--- src/rtl/dmem_arbiter_pkg.sv ---
// ============================================================================
// Module      : dmem_pkg
// Description : Shared constants, FSM state type and byte-merge helper for
//               the data-memory arbiter.
// Revision    : 1.0 - initial release
// ============================================================================
`default_nettype none

package dmem_pkg;

  localparam int         DEPTH   = 2046;
  localparam logic [3:0] BE_FULL = 4'hF;

  typedef enum logic [0:0] {
    S_IDLE = 1'b0,
    S_RMW  = 1'b1
  } state_t;

  // Byte i of the result comes from new_word when be[i] is set, else old_word.
  function automatic logic [31:0] merge_bytes(input logic [31:0] old_word,
                                              input logic [31:0] new_word,
                                              input logic [3:0]  be);
    logic [31:0] w_res;
    w_res = old_word;
    for (int i = 0; i < 4; i++) begin
      if (be[i]) w_res[i*8 +: 8] = new_word[i*8 +: 8];
    end
    return w_res;
  endfunction

endpackage

`default_nettype wire

--- src/rtl/dmem_arbiter_if.sv ---
// ============================================================================
// Module      : dmem_arbiter_if
// Description : Bundles the IF port, LSU port and ram-side signals of the
//               data-memory arbiter. master = pipeline/memory side,
//               slave = arbiter.
// Revision    : 1.0 - initial release
// ============================================================================
`default_nettype none

interface dmem_arbiter_if #(
  parameter int DATA_W = 32,
  parameter int ADDR_W = 32
);
  // Instruction fetch port
  logic              if_req;
  logic [ADDR_W-1:0] if_addr;
  logic              if_gnt;
  logic              if_rvalid;
  logic [DATA_W-1:0] if_rdata;
  // Load/store port
  logic              ls_req;
  logic              ls_we;
  logic [3:0]        ls_be;
  logic [ADDR_W-1:0] ls_addr;
  logic [DATA_W-1:0] ls_wdata;
  logic              ls_gnt;
  logic              ls_rvalid;
  logic [DATA_W-1:0] ls_rdata;
  // Memory side
  logic              ram_re;
  logic              ram_we;
  logic [31:0]       ram_raddr;
  logic [31:0]       ram_waddr;
  logic [DATA_W-1:0] ram_wdata;
  logic [DATA_W-1:0] ram_rdata;

  modport master (
    output if_req, if_addr,
    input  if_gnt, if_rvalid, if_rdata,
    output ls_req, ls_we, ls_be, ls_addr, ls_wdata,
    input  ls_gnt, ls_rvalid, ls_rdata,
    input  ram_re, ram_we, ram_raddr, ram_waddr, ram_wdata,
    output ram_rdata
  );

  modport slave (
    input  if_req, if_addr,
    output if_gnt, if_rvalid, if_rdata,
    input  ls_req, ls_we, ls_be, ls_addr, ls_wdata,
    output ls_gnt, ls_rvalid, ls_rdata,
    output ram_re, ram_we, ram_raddr, ram_waddr, ram_wdata,
    input  ram_rdata
  );

endinterface

`default_nettype wire

--- src/rtl/dmem_arbiter_rr_arb2.sv ---
// ============================================================================
// Module      : rr_arb2
// Description : Two-request round-robin arbiter. Request 0 = IF, 1 = LSU.
//               On a tie the requester not granted last time wins.
// Revision    : 1.0 - initial release
// ============================================================================
`default_nettype none

module rr_arb2 (
  input  wire logic       clk,
  input  wire logic       rst_n,
  input  wire logic       i_en,
  input  wire logic [1:0] i_req,
  output logic      [1:0] o_gnt
);

  logic r_last_ls;

  // Grant selection; nothing is granted while disabled.
  always_comb begin
    o_gnt = 2'b00;
    if (i_en) begin
      unique case (i_req)
        2'b01:   o_gnt = 2'b01;
        2'b10:   o_gnt = 2'b10;
        2'b11:   o_gnt = r_last_ls ? 2'b01 : 2'b10;
        default: o_gnt = 2'b00;
      endcase
    end
  end

  // Remember which port received the most recent grant.
  always_ff @(posedge clk or negedge rst_n) begin
    if (!rst_n) begin
      r_last_ls <= 1'b0;
    end else if (|o_gnt) begin
      r_last_ls <= o_gnt[1];
    end
  end

endmodule

`default_nettype wire

--- src/rtl/dmem_arbiter.sv ---
// ============================================================================
// Module      : dmem_arbiter
// Description : Shares the single-port word memory between instruction fetch
//               and the load/store unit. Registers read data and performs
//               partial-word stores as a two-cycle read-modify-write.
// Revision    : 1.0 - initial release
// ============================================================================
`default_nettype none

module dmem_arbiter
  import dmem_pkg::*;
#(
  parameter int DATA_W = 32,
  parameter int ADDR_W = 32,
  parameter int DEPTH  = dmem_pkg::DEPTH
) (
  input wire logic     clk,
  input wire logic     rst_n,
  dmem_arbiter_if.slave bus
);

  state_t            r_state;
  logic              r_if_rvalid;
  logic [DATA_W-1:0] r_if_rdata;
  logic              r_ls_rvalid;
  logic [DATA_W-1:0] r_ls_rdata;
  logic [DATA_W-1:0] r_old;
  logic [DATA_W-1:0] r_wdata;
  logic [3:0]        r_be;
  logic [31:0]       r_waddr;

  logic [1:0]  w_gnt;
  logic        w_if_g;
  logic        w_ls_g;
  logic        w_ls_rd;
  logic [31:0] w_if_word;
  logic [31:0] w_ls_word;
  logic        w_if_oor;
  logic        w_ls_oor;
  logic        w_ls_full;
  logic        w_ls_part;
  logic        w_arb_en;

  // Word addresses and range checks; byte-offset bits drop out in the shift.
  assign w_if_word = 32'(bus.if_addr[ADDR_W-1:0] >> 2);
  assign w_ls_word = 32'(bus.ls_addr[ADDR_W-1:0] >> 2);
  assign w_if_oor  = (w_if_word >= 32'(DEPTH));
  assign w_ls_oor  = (w_ls_word >= 32'(DEPTH));
  assign w_ls_full = (bus.ls_be == BE_FULL);
  assign w_ls_part = (bus.ls_be != BE_FULL) && (bus.ls_be != 4'h0);

  // Grants are blocked during the RMW write cycle and while reset is held,
  // so every output reads zero as soon as reset asserts.
  assign w_arb_en = (r_state == S_IDLE) && rst_n;

  rr_arb2 u_arb (
    .clk   (clk),
    .rst_n (rst_n),
    .i_en  (w_arb_en),
    .i_req ({bus.ls_req, bus.if_req}),
    .o_gnt (w_gnt)
  );

  assign w_if_g  = w_gnt[0];
  assign w_ls_g  = w_gnt[1];
  assign w_ls_rd = w_ls_g && !bus.ls_we;

  assign bus.if_gnt    = w_if_g;
  assign bus.ls_gnt    = w_ls_g;
  assign bus.if_rvalid = r_if_rvalid;
  assign bus.if_rdata  = r_if_rdata;
  assign bus.ls_rvalid = r_ls_rvalid;
  assign bus.ls_rdata  = r_ls_rdata;

  // Memory strobes: RMW write-back takes priority, otherwise serve the grant.
  always_comb begin
    bus.ram_re    = 1'b0;
    bus.ram_we    = 1'b0;
    bus.ram_raddr = 32'h0;
    bus.ram_waddr = 32'h0;
    bus.ram_wdata = '0;
    if (r_state == S_RMW) begin
      bus.ram_we    = 1'b1;
      bus.ram_waddr = r_waddr;
      bus.ram_wdata = merge_bytes(r_old, r_wdata, r_be);
    end else if (w_if_g) begin
      bus.ram_re    = !w_if_oor;
      bus.ram_raddr = w_if_word;
    end else if (w_ls_g) begin
      if (!bus.ls_we) begin
        bus.ram_re    = !w_ls_oor;
        bus.ram_raddr = w_ls_word;
      end else if (!w_ls_oor) begin
        if (w_ls_full) begin
          bus.ram_we    = 1'b1;
          bus.ram_waddr = w_ls_word;
          bus.ram_wdata = bus.ls_wdata;
        end else if (w_ls_part) begin
          bus.ram_re    = 1'b1;
          bus.ram_raddr = w_ls_word;
        end
      end
    end
  end

  // Sequencer: read-data capture, rvalid pulses and the IDLE/RMW state.
  always_ff @(posedge clk or negedge rst_n) begin
    if (!rst_n) begin
      r_state     <= S_IDLE;
      r_if_rvalid <= 1'b0;
      r_if_rdata  <= '0;
      r_ls_rvalid <= 1'b0;
      r_ls_rdata  <= '0;
      r_old       <= '0;
      r_wdata     <= '0;
      r_be        <= 4'h0;
      r_waddr     <= 32'h0;
    end else begin
      r_if_rvalid <= w_if_g;
      r_ls_rvalid <= w_ls_rd;
      if (w_if_g) r_if_rdata <= w_if_oor ? '0 : bus.ram_rdata;
      if (w_ls_rd) r_ls_rdata <= w_ls_oor ? '0 : bus.ram_rdata;
      unique case (r_state)
        S_IDLE: begin
          if (w_ls_g && bus.ls_we && w_ls_part && !w_ls_oor) begin
            r_old   <= bus.ram_rdata;
            r_wdata <= bus.ls_wdata;
            r_be    <= bus.ls_be;
            r_waddr <= w_ls_word;
            r_state <= S_RMW;
          end
        end
        S_RMW:   r_state <= S_IDLE;
        default: r_state <= S_IDLE;
      endcase
    end
  end

endmodule

`default_nettype wire

--- src/flat_wrapper.sv ---
// flat-port wrapper written by rule: the top's interface ports become plain ports
module dmem_arbiter_flat import dmem_pkg::*;
#(
  parameter int DATA_W = 32,
  parameter int ADDR_W = 32,
  parameter int DEPTH  = dmem_pkg::DEPTH
)
  (clk, rst_n, bus_if_req, bus_if_addr, bus_if_gnt, bus_if_rvalid, bus_if_rdata, bus_ls_req, bus_ls_we, bus_ls_be, bus_ls_addr, bus_ls_wdata, bus_ls_gnt, bus_ls_rvalid, bus_ls_rdata, bus_ram_re, bus_ram_we, bus_ram_raddr, bus_ram_waddr, bus_ram_wdata, bus_ram_rdata);
  dmem_arbiter_if #(.DATA_W(DATA_W), .ADDR_W(ADDR_W)) bus_i ();
  input wire logic clk;
  input wire logic rst_n;
  input wire logic [$bits(bus_i.if_req)-1:0] bus_if_req;
  input wire logic [$bits(bus_i.if_addr)-1:0] bus_if_addr;
  output wire logic [$bits(bus_i.if_gnt)-1:0] bus_if_gnt;
  output wire logic [$bits(bus_i.if_rvalid)-1:0] bus_if_rvalid;
  output wire logic [$bits(bus_i.if_rdata)-1:0] bus_if_rdata;
  input wire logic [$bits(bus_i.ls_req)-1:0] bus_ls_req;
  input wire logic [$bits(bus_i.ls_we)-1:0] bus_ls_we;
  input wire logic [$bits(bus_i.ls_be)-1:0] bus_ls_be;
  input wire logic [$bits(bus_i.ls_addr)-1:0] bus_ls_addr;
  input wire logic [$bits(bus_i.ls_wdata)-1:0] bus_ls_wdata;
  output wire logic [$bits(bus_i.ls_gnt)-1:0] bus_ls_gnt;
  output wire logic [$bits(bus_i.ls_rvalid)-1:0] bus_ls_rvalid;
  output wire logic [$bits(bus_i.ls_rdata)-1:0] bus_ls_rdata;
  output wire logic [$bits(bus_i.ram_re)-1:0] bus_ram_re;
  output wire logic [$bits(bus_i.ram_we)-1:0] bus_ram_we;
  output wire logic [$bits(bus_i.ram_raddr)-1:0] bus_ram_raddr;
  output wire logic [$bits(bus_i.ram_waddr)-1:0] bus_ram_waddr;
  output wire logic [$bits(bus_i.ram_wdata)-1:0] bus_ram_wdata;
  input wire logic [$bits(bus_i.ram_rdata)-1:0] bus_ram_rdata;
  assign bus_i.if_req = bus_if_req;
  assign bus_i.if_addr = bus_if_addr;
  assign bus_if_gnt = bus_i.if_gnt;
  assign bus_if_rvalid = bus_i.if_rvalid;
  assign bus_if_rdata = bus_i.if_rdata;
  assign bus_i.ls_req = bus_ls_req;
  assign bus_i.ls_we = bus_ls_we;
  assign bus_i.ls_be = bus_ls_be;
  assign bus_i.ls_addr = bus_ls_addr;
  assign bus_i.ls_wdata = bus_ls_wdata;
  assign bus_ls_gnt = bus_i.ls_gnt;
  assign bus_ls_rvalid = bus_i.ls_rvalid;
  assign bus_ls_rdata = bus_i.ls_rdata;
  assign bus_ram_re = bus_i.ram_re;
  assign bus_ram_we = bus_i.ram_we;
  assign bus_ram_raddr = bus_i.ram_raddr;
  assign bus_ram_waddr = bus_i.ram_waddr;
  assign bus_ram_wdata = bus_i.ram_wdata;
  assign bus_i.ram_rdata = bus_ram_rdata;
  dmem_arbiter #(.DATA_W(DATA_W), .ADDR_W(ADDR_W), .DEPTH(DEPTH)) u_core (.clk(clk), .rst_n(rst_n), .bus(bus_i));
endmodule
--- config.mk ---
export PLATFORM = sky130hd
export DESIGN_NAME = dmem_arbiter_flat
export DESIGN_NICKNAME = d
export VERILOG_FILES = /design/src/rtl/dmem_arbiter_pkg.sv /design/src/rtl/dmem_arbiter_if.sv /design/src/rtl/dmem_arbiter_rr_arb2.sv /design/src/rtl/dmem_arbiter.sv /design/src/flat_wrapper.sv
export SDC_FILE = /design/constraint.sdc
export NUM_CORES = 1
export LEC_CHECK = 0
export CORE_MARGIN = 5
export CORE_UTILIZATION = 45
export CTS_BUF_LIST = sky130_fd_sc_hd__clkbuf_4 sky130_fd_sc_hd__clkbuf_8
export DETAILED_ROUTE_END_ITERATION = 6
export PLACE_DENSITY = 0.93
export SLEW_MARGIN = 20
export SYNTH_ARGS = -nofsm -noshare
export SYNTH_HDL_FRONTEND = slang
export SYNTH_HIERARCHICAL = 1
export SYNTH_SLANG_ARGS = --single-unit
--- constraint.sdc ---
create_clock -name clk -period 2.85 [get_ports clk]
set_input_delay 0.285 -clock clk [delete_from_list [all_inputs] [get_ports clk]]
set_output_delay 0.285 -clock clk [all_outputs]
set_load 0.02 [all_outputs]
==> results.json <==
{
  "die_area_um2": 19600,
  "violations": "negative setup slack",
  "final_common_cell": "clkdlybuf4s50_1",
  "first_pass_iters": 4,
  "path_clk_slew_ns": 0.10,
  "area_growth_pct": 59.0,
  "synth.distinct_cells": 41,
  "overflow": 0,
  "final_cell_mix": "clkdlybuf4s50_1, dfrtp_1, buf_4",
  "r2r-start": "u_core/r_state$_DFF_PN0_",
  "fillCellCount": 1115,
  "hold_ws_ns": 0.460,
  "p_per_area_nw_per_um2": 386,
  "yosys_warnings": 6,
  "cts_tree": "yes",
  "fmax_mhz": 318,
  "cts-root-buf": "clkbuf_8",
  "grt_setup_unrepaired": "yes",
  "track_usage_pct": 27.4,
  "h-tree-depth": 4,
  "drv_slew": 0,
  "leakagePower_uw": 0.00541,
  "routed_wl_um": 28000,
  "tightest_slew_ns": 0.736,
  "row_count": 47,
  "worstSkewPairLatency_ns": 0.43,
  "drc": 0,
  "critPathCaptureType": "flip-flop",
  "final_antenna_net_count": 0,
  "vias_per_cell": 5.67,
  "dpl_worst_slack_ns": -0.535,
  "grt_pass1_vias": 7315,
  "final_hold_viol_count": 0,
  "cts_sinks": 166,
  "antenna_cells": 0,
  "hold_start": "bus_ram_rdata[13]",
  "status": "finished with violations",
  "cts-buffers-inserted": 17,
  "slew_headroom_pct": 51.0,
  "async_reset_ff_share_pct": 100,
  "period_share_pct": 110,
  "maxCapViolations": 0,
  "startpoint": "u_core/r_state$_DFF_PN0_",
  "critPathRequiredTime_ns": 3.22,
  "path_class": "flip-flop to flip-flop",
  "max-vdd-ir-drop_v": 0.000374,
  "place_congestion": 0.945,
  "grt_pass1_wl_um": 42300,
  "finalPower_uw": 4670,
  "wl_per_cell_um": 22.7,
  "final_cell_count_no_fill": 1232,
  "die_h_um": 140,
  "antenna_found_initial": 0,
  "dp.final_hpwl_um": 19200,
  "final.min_clock_period_ns": 3.14,
  "ioPinCount": 303,
  "syn-cell-area_um2": 7610,
  "start_util_pct": 45.9,
  "synthFlopType": "dfrtp_1",
  "synth_edf_count": 0,
  "avgSynthCellArea_um2": 11.7,
  "seq_area_frac_synth_pct": 54.6,
  "path_max_fanout": 2,
  "setup_viol": 55,
  "syn_inst": 648,
  "drive_above_1_share_pct": 30.5,
  "min-delay-path-class": "primary input to flip-flop",
  "coreArea_um2": 16600,
  "clockBufferDepth": 2,
  "io_buffers": 294,
  "synth_seq_cells": 166,
  "skew_ns": 0.00745,
  "place_inst": 1165,
  "vias": 6987,
  "critPathLaunchType": "flip-flop",
  "fin_nets": 1138,
  "cp_data_arrival_time_ns": 3.51,
  "drtIter0Drc": 494,
  "grt_max_degree": 82,
  "setup_slack_ns": -0.294,
  "fp.dieW_um": 140
}
==> final timing paths <==
path,endpoint,slack [ns],cells after the start
setup / recovery,u_core/u_arb/r_last_ls$_DFFE_PN0P_,-0.29,23
hold / removal,u_core/bus.ls_rdata[13]$_DFFE_PN0P_,0.46,3
setup reg to reg,u_core/u_arb/r_last_ls$_DFFE_PN0P_,-0.29,23
hold reg to reg,u_core/bus.ls_rdata[6]$_DFFE_PN0P_,0.48,2
max in group asynchronous,u_core/r_old[0]$_DFFE_PN0P_,0.62,5
min in group asynchronous,u_core/r_waddr[14]$_DFFE_PN0P_,0.47,3
==> worst max-delay path: stages (launching register included) <==
cell and delay [ns]:
dfrtp_1 0.42, nor2b_2 0.20, nand2_2 0.09, buf_4 0.15, buf_6 0.10, buf_4 0.12
buf_4 0.12, buf_4 0.12, buf_4 0.12, buf_4 0.12, buf_4 0.12, buf_4 0.13
buf_4 0.13, buf_6 0.10, buf_6 0.10, buf_6 0.11, buf_6 0.10, buf_6 0.10
buf_6 0.10, buf_6 0.11, buf_6 0.10, buf_6 0.10, buf_6 0.10, a21oi_2 0.11
==> power by group <==
group	switching (uW)	internal, uW
clock	896	799
sequential	2.85	2360
combinational	306	305
==> cell type report <==
| class | instances | area, um^2 | area share [%] |
|---|---|---|---|
| inverter | 16 | 60.1 | 0.497 |
| tap | 220 | 275 | 2.28 |
| clock inverter | 12 | 144 | 1.19 |
| timing repair buffer | 383 | 3750 | 31.0 |
| sequential | 166 | 4150 | 34.3 |
| multi-input combinational | 417 | 3470 | 28.7 |
| clock buffer | 18 | 241 | 2.00 |
==> routing by layer <==
| layer | global-route usage, % | vias up | wire length (um) |
|---|---|---|---|
| li1 | - | 3065 | - |
| met1 | 34.9 | 3491 | 11100 |
| met2 | 45.8 | 377 | 14100 |
| met3 | 6.10 | 54 | 1970 |
| met4 | 10.5 | 0 | 791 |
| met5 | 0 | - | 0 |
==> state kept, by name, indices dropped and copies added (netlist names) <==
| signal | cells |
|---|---|
| u_core/r_waddr | 30 |
| u_core/bus.ls_rvalid | 1 |
| u_core/r_old | 32 |
| u_core/r_state | 1 |
| u_core/bus.if_rvalid | 1 |
| u_core/bus.if_rdata | 32 |
| u_core/r_be | 4 |
| u_core/r_wdata | 32 |
| u_core/bus.ls_rdata | 32 |
| u_core/u_arb/r_last_ls | 1 |
==> stage by stage <==
stage | TNS (ns) | util, % | area [um^2]
floorplan | 0 | - | 7630
global placement | -19.22 | 66.8 | 11100
detailed placement | -23.94 | 66.8 | 11100
CTS | -10.14 | 70.6 | 11700
global route | -15.93 | 72.9 | 12100
finish | -8.90 | 72.9 | 12100
==> cells in the mapped netlist (2+ instances only) <==
cell type / instances / share of area [%]
nor2b_1: 20 / 1.6
or4_1: 2 / 0.20
clkbuf_1: 29 / 1.4
or3_1: 2 / 0.16
nand3_1: 4 / 0.26
mux2_1: 10 / 1.5
a22o_1: 61 / 7.0
and2_1: 19 / 1.6
nor4_4: 2 / 0.56
dfrtp_1: 166 / 55
o21ai_0: 42 / 2.8
nor3_1: 3 / 0.20
inv_1: 13 / 0.64
mux2_2: 69 / 10
o2bb2ai_1: 32 / 3.7
buf_4: 5 / 0.49
a22oi_1: 10 / 0.99
buf_1: 4 / 0.20
nand4_1: 5 / 0.41
nand4b_1: 2 / 0.23
a21oi_1: 3 / 0.20
nand2_1: 73 / 3.6
nor4_1: 10 / 0.82
mux2i_1: 32 / 4.2
buf_2: 12 / 0.79
clkinv_1: 3 / 0.15
==> cells by family (layout without fill, tap and decap cells) <==
| family | Yosys count | after routing | synth area share (%) |
|---|---|---|---|
| AND/OR/NAND/NOR | 149 | 149 | 10.3 |
| flip-flops | 166 | 166 | 54.6 |
| multiplexers | 111 | 111 | 15.9 |
| other | 1 | 4 | 0.0493 |
| AO/OA/AOI/OAI | 153 | 153 | 15.2 |
| buffers and inverters | 68 | 429 | 3.91 |
==> timing repair <==
action | 4_1_cts | 5_1_grt
hold buffers | 1 | 0
endpoints found under the setup margin | 75 | 76
gates resized for setup | 326 | 134
cloned | 2 | 3
buffers inserted | 30 | 5
pin swaps | 5 | 8
endpoints found under the hold margin | 33 | 0
Power figures use the tool's default switching activity.
